===== src/rtl/outport_vc_arbiter_if.sv =====
// Handshake bundle between an output port's VC allocator and its inports.
// Parameters must match the outport_vc_arbiter instance they connect to.
interface outport_vc_arbiter_if #(
    parameter int no_inport = 3,
    parameter int floorplusone_log2_no_inport = 2,
    parameter int no_vc = 2,
    parameter int floorplusone_log2_no_vc = 2
);
    logic [no_inport-1:0] req_vec;
    logic [no_inport*no_vc-1:0] allow_vcs_vec;
    logic [no_inport-1:0] release_vec;
    logic flit_sent;
    logic [floorplusone_log2_no_vc-1:0] sent_vc_no;
    logic credit_ret;
    logic [floorplusone_log2_no_vc-1:0] credit_vc_no;
    logic [no_inport-1:0] grant_vec;
    logic [floorplusone_log2_no_vc-1:0] grant_vc_no;
    logic [no_inport*floorplusone_log2_no_vc-1:0] owned_vc_no_vec;
    logic [no_vc-1:0] credit_ok_vec;
    logic err;
    logic busy;

    modport master (
        output req_vec, allow_vcs_vec, release_vec,
        output flit_sent, sent_vc_no,
        output credit_ret, credit_vc_no,
        input grant_vec, grant_vc_no, owned_vc_no_vec,
        input credit_ok_vec, err, busy
    );

    modport slave (
        input req_vec, allow_vcs_vec, release_vec,
        input flit_sent, sent_vc_no,
        input credit_ret, credit_vc_no,
        output grant_vec, grant_vc_no, owned_vc_no_vec,
        output credit_ok_vec, err, busy
    );
endinterface


===== src/rtl/outport_vc_arbiter_rr.sv =====
// Round-robin search: first set request at or above ptr, wrapping.
// Expects ptr < n.
module rr_arbiter #(
    parameter int n = 3,
    parameter int pw = 2
) (
    input  logic [n-1:0]  req,
    input  logic [pw-1:0] ptr,
    output logic [n-1:0]  gnt,
    output logic          valid
);
    always_comb begin
        gnt = '0;
        valid = 1'b0;
        for (int k = 0; k < n; k++) begin
            for (int i = 0; i < n; i++) begin
                if (!valid && req[i] &&
                    i == (int'(ptr) + k) % n) begin
                    gnt[i] = 1'b1;
                    valid = 1'b1;
                end
            end
        end
    end
endmodule


===== src/rtl/outport_vc_arbiter.sv =====
// Output-port VC allocator: per-VC ownership and downstream credits,
// one round-robin grant per cycle to an inport needing a VC.
module outport_vc_arbiter #(
    parameter int no_inport = 3,
    parameter int floorplusone_log2_no_inport = 2,
    parameter int no_vc = 2,
    parameter int floorplusone_log2_no_vc = 2,
    parameter int buf_size = 2,
    parameter int floorplusone_log2_buf_size = 2
) (
    input logic clk,
    input logic reset,
    outport_vc_arbiter_if.slave bus
);
    localparam int IW = floorplusone_log2_no_inport;
    localparam int VW = floorplusone_log2_no_vc;
    localparam int CW = floorplusone_log2_buf_size;

    logic [no_vc-1:0] owner_valid;
    logic [IW-1:0] owner_idx [no_vc];
    logic [CW-1:0] credit [no_vc];
    logic [CW-1:0] credit_nxt [no_vc];
    logic [IW-1:0] rr_ptr;
    logic [no_inport-1:0] grant_q;
    logic [VW-1:0] grant_vc_q;
    logic err_q;

    logic [no_inport-1:0] owns, elig, win_oh;
    logic [no_vc-1:0] free_vc, rel_vc, bad, win_allow;
    logic [no_inport*VW-1:0] owned_vc;
    logic [IW-1:0] win_idx;
    logic [VW-1:0] win_vc;
    logic win_valid, vc_found;

    always_comb begin
        owns = '0;
        owned_vc = '0;
        rel_vc = '0;
        free_vc = '0;
        elig = '0;
        for (int v = 0; v < no_vc; v++) begin
            for (int i = 0; i < no_inport; i++) begin
                if (owner_valid[v] && owner_idx[v] == IW'(i)) begin
                    owns[i] = 1'b1;
                    owned_vc[i*VW +: VW] = VW'(v);
                    rel_vc[v] = bus.release_vec[i];
                end
            end
            free_vc[v] = !owner_valid[v] && credit[v] != '0;
        end
        for (int i = 0; i < no_inport; i++) begin
            elig[i] = bus.req_vec[i] && !owns[i] &&
                |(bus.allow_vcs_vec[i*no_vc +: no_vc] & free_vc);
        end
    end

    rr_arbiter #(
        .n(no_inport),
        .pw(IW)
    ) u_rr (
        .req(elig),
        .ptr(rr_ptr),
        .gnt(win_oh),
        .valid(win_valid)
    );

    always_comb begin
        win_idx = '0;
        win_allow = '0;
        win_vc = '0;
        vc_found = 1'b0;
        for (int i = 0; i < no_inport; i++) begin
            if (win_oh[i]) begin
                win_idx = IW'(i);
                win_allow = bus.allow_vcs_vec[i*no_vc +: no_vc];
            end
        end
        for (int v = 0; v < no_vc; v++) begin
            if (!vc_found && win_allow[v] && free_vc[v]) begin
                win_vc = VW'(v);
                vc_found = 1'b1;
            end
        end
    end

    // Simultaneous send and return on one VC cancel out.
    always_comb begin
        bad = '0;
        for (int v = 0; v < no_vc; v++) begin
            credit_nxt[v] = credit[v];
            if (bus.flit_sent && bus.sent_vc_no == VW'(v) &&
                !(bus.credit_ret && bus.credit_vc_no == VW'(v))) begin
                if (credit[v] == '0) bad[v] = 1'b1;
                else credit_nxt[v] = credit[v] - 1'b1;
            end
            if (bus.credit_ret && bus.credit_vc_no == VW'(v) &&
                !(bus.flit_sent && bus.sent_vc_no == VW'(v))) begin
                if (credit[v] == CW'(buf_size)) bad[v] = 1'b1;
                else credit_nxt[v] = credit[v] + 1'b1;
            end
        end
    end

    always_ff @(posedge clk) begin
        if (reset) begin
            owner_valid <= '0;
            for (int v = 0; v < no_vc; v++) begin
                owner_idx[v] <= '0;
                credit[v] <= CW'(buf_size);
            end
            rr_ptr <= '0;
            grant_q <= '0;
            grant_vc_q <= '0;
            err_q <= 1'b0;
        end else begin
            grant_q <= win_valid ? win_oh : '0;
            grant_vc_q <= win_valid ? win_vc : '0;
            err_q <= |bad;
            if (win_valid)
                rr_ptr <= (win_idx == IW'(no_inport - 1)) ?
                          '0 : win_idx + 1'b1;
            for (int v = 0; v < no_vc; v++) begin
                credit[v] <= credit_nxt[v];
                if (rel_vc[v]) owner_valid[v] <= 1'b0;
                if (win_valid && win_vc == VW'(v)) begin
                    owner_valid[v] <= 1'b1;
                    owner_idx[v] <= win_idx;
                end
            end
        end
    end

    always_comb begin
        bus.credit_ok_vec = '0;
        for (int v = 0; v < no_vc; v++)
            bus.credit_ok_vec[v] = credit[v] != '0;
    end

    assign bus.grant_vec = grant_q;
    assign bus.grant_vc_no = grant_vc_q;
    assign bus.owned_vc_no_vec = owned_vc;
    assign bus.err = err_q;
    assign bus.busy = |owner_valid;
endmodule

===== src/flat_wrapper.sv =====
// flat-port wrapper written by rule: the top's interface ports become plain ports
module outport_vc_arbiter_flat 
#(
    parameter int no_inport = 3,
    parameter int floorplusone_log2_no_inport = 2,
    parameter int no_vc = 2,
    parameter int floorplusone_log2_no_vc = 2,
    parameter int buf_size = 2,
    parameter int floorplusone_log2_buf_size = 2
)
  (clk, reset, bus_req_vec, bus_allow_vcs_vec, bus_release_vec, bus_flit_sent, bus_sent_vc_no, bus_credit_ret, bus_credit_vc_no, bus_grant_vec, bus_grant_vc_no, bus_owned_vc_no_vec, bus_credit_ok_vec, bus_err, bus_busy);
  outport_vc_arbiter_if #(.no_inport(no_inport), .floorplusone_log2_no_inport(floorplusone_log2_no_inport), .no_vc(no_vc), .floorplusone_log2_no_vc(floorplusone_log2_no_vc)) bus_i ();
  input logic clk;
  input logic reset;
  input wire logic [$bits(bus_i.req_vec)-1:0] bus_req_vec;
  input wire logic [$bits(bus_i.allow_vcs_vec)-1:0] bus_allow_vcs_vec;
  input wire logic [$bits(bus_i.release_vec)-1:0] bus_release_vec;
  input wire logic [$bits(bus_i.flit_sent)-1:0] bus_flit_sent;
  input wire logic [$bits(bus_i.sent_vc_no)-1:0] bus_sent_vc_no;
  input wire logic [$bits(bus_i.credit_ret)-1:0] bus_credit_ret;
  input wire logic [$bits(bus_i.credit_vc_no)-1:0] bus_credit_vc_no;
  output wire logic [$bits(bus_i.grant_vec)-1:0] bus_grant_vec;
  output wire logic [$bits(bus_i.grant_vc_no)-1:0] bus_grant_vc_no;
  output wire logic [$bits(bus_i.owned_vc_no_vec)-1:0] bus_owned_vc_no_vec;
  output wire logic [$bits(bus_i.credit_ok_vec)-1:0] bus_credit_ok_vec;
  output wire logic [$bits(bus_i.err)-1:0] bus_err;
  output wire logic [$bits(bus_i.busy)-1:0] bus_busy;
  assign bus_i.req_vec = bus_req_vec;
  assign bus_i.allow_vcs_vec = bus_allow_vcs_vec;
  assign bus_i.release_vec = bus_release_vec;
  assign bus_i.flit_sent = bus_flit_sent;
  assign bus_i.sent_vc_no = bus_sent_vc_no;
  assign bus_i.credit_ret = bus_credit_ret;
  assign bus_i.credit_vc_no = bus_credit_vc_no;
  assign bus_grant_vec = bus_i.grant_vec;
  assign bus_grant_vc_no = bus_i.grant_vc_no;
  assign bus_owned_vc_no_vec = bus_i.owned_vc_no_vec;
  assign bus_credit_ok_vec = bus_i.credit_ok_vec;
  assign bus_err = bus_i.err;
  assign bus_busy = bus_i.busy;
  outport_vc_arbiter #(.no_inport(no_inport), .floorplusone_log2_no_inport(floorplusone_log2_no_inport), .no_vc(no_vc), .floorplusone_log2_no_vc(floorplusone_log2_no_vc), .buf_size(buf_size), .floorplusone_log2_buf_size(floorplusone_log2_buf_size)) u_core (.clk(clk), .reset(reset), .bus(bus_i));
endmodule

===== config.mk =====
export PLATFORM = sky130hd
export DESIGN_NAME = outport_vc_arbiter_flat
export DESIGN_NICKNAME = d
export VERILOG_FILES = /design/src/rtl/outport_vc_arbiter_if.sv /design/src/rtl/outport_vc_arbiter_rr.sv /design/src/rtl/outport_vc_arbiter.sv /design/src/flat_wrapper.sv
export SDC_FILE = /design/constraint.sdc
export NUM_CORES = 1
export LEC_CHECK = 0
export ABC_AREA = 0
export CAP_MARGIN = 20
export CELL_PAD_IN_SITES_DETAIL_PLACEMENT = 0
export CELL_PAD_IN_SITES_GLOBAL_PLACEMENT = 2
export CORE_MARGIN = 2
export CORE_UTILIZATION = 24
export CTS_CLUSTER_DIAMETER = 100
export DETAILED_ROUTE_END_ITERATION = 8
export PLACE_DENSITY_LB_ADDON = 0.1
export SYNTH_ARGS = -nofsm -noshare
export SYNTH_HDL_FRONTEND = slang
export SYNTH_SLANG_ARGS = --single-unit

===== constraint.sdc =====
create_clock -name clk -period 2.3 [get_ports clk]
set_input_delay 0.23 -clock clk [delete_from_list [all_inputs] [get_ports clk]]
set_output_delay 0.23 -clock clk [all_outputs]
set_load 0.01 [all_outputs]

==> out/metrics.cfg, run 1 <==
[outcome]
status = finished clean

[synthesis]
netlist.area_leader.share = 0.217
synth_compound_area_frac = 0.288
ys_types = 47
synthCells = 136
yosys.area_share.adder = 0.0209
synth_warnings = 0
synth_top_family_by_area = compound AO/OA/AOI/OAI gates
synth_xor_area_frac = 0
yosys_register_bits = 17
synth_top_area_cell = dfxtp_1
synth_mux_area_frac = 0.0428
syn_area_per_cell_um2 = 8.82
synth_area_leaders = dfxtp_1 (22%), edfxtp_1 (10%), nor2_1 (4.4%)
ys_async_sr_fraction = 0
synth_simple_gate_area_frac = 0.259
syn_area_um2 = 1200
synth_edf_count = 4
yosysMostFrequentCell = nor2_1
yosys-top-cells-count = nor2_1 (14), dfxtp_1 (13), nand2_1 (10), a21oi_1 (9), inv_1 (9)
synth_flop_cell = dfxtp_1
ys_seq_area_frac = 0.317

[clock_network]
cts_tree = built
clkTransAtPathRegs_ps = 70
postCtsResizedCells = 0
htree_levels = 1
clkSinkCount = 17
clkLatencyLatePin_ps = 250
cts_made_buffers = 3
cts_buffer_depth = 2
cts-root-buf = clkbuf_8

[global_route]
grt_max_degree = 12
grt_pass1_vias = 1043
grt_pass1_wl_um = 4840
grt_overflow = 0
grt_usage = 0.114
antenna_found_initial = 0

[place]
dp_hpwl_um = 2480
dpl.cell_count = 239
io_buffers = 30
place.gp.congestion = 0.900

[sta]
grt_setup_unrepaired = no
finalHoldViolations = 0
report.final.slew_viol_count = 0
fin_crit_ps = 2140
tns_ps = 0
max_clock_freq_mhz = 467
fin_crit_sh = 0.932
setup_viol = 0
fin_skew_ps = 4.19

[drt]
first_iter_violations = 38
drcViolationCount = 0
detail-route-antenna-nets = 0
drt_wl_total_um = 3060
vias = 1087
wire_per_inst_um = 12.6
viasPerCell = 4.47
dr.pass1.iters = 3

[worst_setup_path]
path_max_fanout = 3
reg2reg_slack_ps = 160
critPathCaptureType = flip-flop
reg2regPathDepth = 8
path_class = reg2reg
cp.required_ps = 2260
worst_r2r_startpoint = u_core.rr_ptr[0]
arrival_ps = 2100
startpoint_type = flip-flop
r2r-end = u_core.owner_idx[0][1]

[die]
start_util = 0.251
core-area_um2 = 4790
fp.dieH_um = 74.7
boundaryPins = 35
rows = 25
dieArea_um2 = 5580
die_w_um = 74.7

[run]
cap_violations = 0

[final_layout]
drive_above_1_share = 0.170
area_growth_pct = 39.1
fin_nets = 199
num_antenna_cells = 0
layout.cells.non_filler = 243

[worst_hold_path]
hold_path.class = reg2reg
holdPathEnd = u_core.rr_ptr[1]
hold_depth = 2
hp-start = u_core.rr_ptr[1]

[power]
ir_drop_v = 0.000468
power_leakage_nw = 0.635
p_per_area_nw_per_um2 = 1020
finalPower_mw = 1.70

## cells in the final DEF (no fill, tap or decap), types with 3 or more instances in the layout
cell,n
nand2_1,10
clkbuf_8,3
edfxtp_1,4
nor3b_1,3
a21oi_1,9
nand3_1,3
nor3_1,7
o21ai_1,3
mux2i_1,4
buf_4,10
o21ai_0,4
or2_2,3
dfxtp_1,13
nand3b_1,6
clkdlybuf4s50_1,30
inv_1,9
nor2_1,14
conb_1,4
## worst max path at each step
stage	startpoint	endpoint	slack, ps	cells past startpoint
final	u_core.rr_ptr[0]	u_core.owner_idx[0][1]	160	8
after global routing	u_core.rr_ptr[0]	u_core.owner_idx[0][1]	0.8	8
after CTS	u_core.rr_ptr[0]	u_core.owner_idx[0][1]	140	8
after detailed placement	bus_req_vec[2]	u_core.owner_idx[0][1]	120	6
after global placement	u_core.rr_ptr[0]	u_core.owner_idx[0][0]	130	8
after floorplan	u_core.rr_ptr[0]	u_core.owner_idx[0][0]	80	8
## worst max-delay path, stage by stage, from the launching register on
cell	delay (ps)
dfxtp_1	330
inv_1	60
ha_1	310
nor2_1	150
nand2_1	110
nor3b_1	180
a22o_1	250
a221oi_4	280
a2bb2oi_2	200
## sequential cells by signal, indices dropped and copies added, names as in the netlist
name and flops:
u_core.rr_ptr 2, u_core.credit 4, u_core.owner_valid 2, u_core.bus.err 1, u_core.bus.grant_vc_no 1, u_core.owner_idx 4
u_core.bus.grant_vec 3
## metal layers
| metal | up-vias | track usage | routed length [um] | part of all wire |
|---|---|---|---|---|
| li1 | 574 | - | - | - |
| met1 | 493 | 0.162 | 1630 | 0.53 |
| met2 | 18 | 0.184 | 1330 | 0.43 |
| met3 | 2 | 0.0295 | 96 | 0.031 |
| met4 | 0 | 0.00595 | 9 | 0.0029 |
| met5 | - | 0 | 0 | 0 |
## power by group
group          switching [mW]  internal, mW
logic                   0.489         0.502
registers              0.0848         0.405
clock network           0.102         0.122
total                   0.676          1.03
## layout make-up
cell class,count,area [um^2]
fill,512,3120
multi-input combinational,106,747
sequential,17,380
timing repair buffer,40,375
tap,67,83.8
clock buffer,3,41.3
inverter,9,33.8
clock inverter,1,7.51
## repair_timing
| action | 4_1_cts | 5_1_grt |
|---|---|---|
| setup endpoints to repair | 0 | 2 |
| endpoints found under the hold margin | 0 | 0 |
| setup buffers | 0 | 0 |
| hold buffers | 0 | 0 |
## cell families after synthesis
family	Yosys count
flops	17
buf+inv	16
fa+ha+maj	2
mux	5
compound gates	39
simple gates	56
other cells	1
## through the flow
stage / setup WS, ps / util / hold slack [ps] / instance area [um^2]
finish: 157 / 0.349 / 479 / 1670
floorplan: 80.8 / - / 385 / 1210
global route: 0.814 / 0.349 / 519 / 1670
detailed placement: 119 / 0.339 / 476 / 1620
global placement: 133 / 0.339 / 470 / 1620
CTS: 140 / 0.349 / 485 / 1670
(Power assumes the default switching activity.)
==> run 2, diff against run 1 <==
--- a/config.mk
+++ b/config.mk
@@ -14,6 +14,7 @@
 export CTS_CLUSTER_DIAMETER = 100
 export DETAILED_ROUTE_END_ITERATION = 8
 export PLACE_DENSITY_LB_ADDON = 0.1
+export SETUP_SLACK_MARGIN = 0.3
 export SYNTH_ARGS = -nofsm -noshare
 export SYNTH_HDL_FRONTEND = slang
 export SYNTH_SLANG_ARGS = --single-unit
==> out/metrics.cfg, run 2 (synthesis results as in run 1) <==
[outcome]
status = finished clean

[final_layout]
utilization = 0.386
layout_commonest_cell = clkdlybuf4s50_1
finish.instance_area_um2 = 1850
drive_above_1_share = 0.319
nFillCells = 502
area_growth_pct = 53.9
layout.cells.non_filler = 255
num_antenna_cells = 0
final_cell_mix = clkdlybuf4s50_1 (30), buf_4 (21), nor2_1 (12)
fin_nets = 211

[die]
dieArea_um2 = 5580
rows = 25
fp.dieH_um = 74.7
boundaryPins = 35
core-area_um2 = 4790
start_util = 0.251
die_w_um = 74.7

[global_route]
antenna_found_initial = 0
grt_pass1_wl_um = 5090
grt_pass1_vias = 1117
grt_max_degree = 12
grt_overflow = 0
grt_usage = 0.120

[sta]
finalHoldViolations = 0
setup_viol = 0
max_clock_freq_mhz = 475
fin_crit_sh = 0.916
report.final.slew_viol_count = 0
fin_crit_ps = 2110
fin_skew_ps = 2.40
tns_ps = 0
grt_setup_unrepaired = yes
setup_slack_ps = 194
hold_slack_ps = 487

[clock_network]
clkLatencyLatePin_ps = 250
clkSinkCount = 17
clkTransAtPathRegs_ps = 60
cts_tree = built
cts_made_buffers = 3
cts_buffer_depth = 2
cts-root-buf = clkbuf_8
htree_levels = 1

[place]
dp_slack_ps = 62.2
place_area_um2 = 1610
dp_hpwl_um = 2460
io_buffers = 30
place.gp.congestion = 0.891
dpl.cell_count = 235

[worst_setup_path]
arrival_ps = 2060
path_class = reg2reg
critPathCaptureType = flip-flop
cp.required_ps = 2260
path_max_fanout = 5
startpoint_type = flip-flop

[power]
ir_drop_v = 0.000501
power_leakage_nw = 0.713
finalPower_mw = 2.00
p_per_area_nw_per_um2 = 1080

[drt]
drt_wl_total_um = 3270
first_iter_violations = 49
wire_per_inst_um = 12.8
detail-route-antenna-nets = 0
viasPerCell = 4.61
vias = 1176
drcViolationCount = 0
dr.pass1.iters = 4

[run]
cap_violations = 0

[worst_hold_path]
hold_path.class = reg2reg

## run 2: changes by cell type in the layout (fill, tap and decap cells not counted), moves of 2 or more
| cell | change |
|---|---|
| buf_4 | +11 |
| dfxtp_1 | -5 |
| dfxtp_2 | +5 |
| inv_1 | -2 |
| inv_2 | +2 |
| nand2_1 | -2 |
| nand2_2 | +2 |
| nor2_1 | -2 |
| nor3b_1 | -2 |
## run 2: worst max-delay path, cell delays in order, from the launching register on
cell,delay (ps)
dfxtp_2,330
inv_2,50
ha_4,240
nor2_4,160
nand2_2,80
nor3b_4,170
a22o_1,240
a221oi_4,350
a2bb2oi_4,190
## run 2: power breakdown
| part | switching (mW) | internal, mW |
|---|---|---|
| Combinational | 0.601 | 0.694 |
| Clock | 0.0946 | 0.120 |
| Sequential | 0.0766 | 0.411 |
## run 2: layout make-up
cell class              count  area, um^2  area share
clock inverters             1        5.00     0.00271
flip-flops and latches     17         387       0.209
well taps                  67        83.8      0.0454
clock buffers               3        41.3      0.0224
repair buffers             52         469       0.254
inverters                   9        33.8      0.0183
multi-input cells         106         827       0.448
## run 2: path summary, 6_finish.rpt
kind	from	end	slack, ps	depth (start not counted)
max	u_core.rr_ptr[0]	u_core.owner_idx[0][1]	190	8
min	u_core.rr_ptr[1]	u_core.rr_ptr[1]	490	2
max reg2reg	u_core.rr_ptr[0]	u_core.owner_idx[0][1]	190	8
min reg2reg	u_core.rr_ptr[1]	u_core.rr_ptr[1]	490	2
## run 2: what timing repair did
action	in CTS	in global routing
setup buffers	10	6
pin swaps	8	15
cloned	0	0
setup endpoints to repair	8	14
hold buffers	0	0
resized for setup	8	12
## run 2: layer usage
layer | global-route usage | wire length [um] | up-vias
met5 | 0 | 0 | -
met4 | 0.0258 | 28 | 0
met3 | 0.0321 | 162 | 4
met2 | 0.188 | 1500 | 28
met1 | 0.165 | 1570 | 549
li1 | - | - | 595
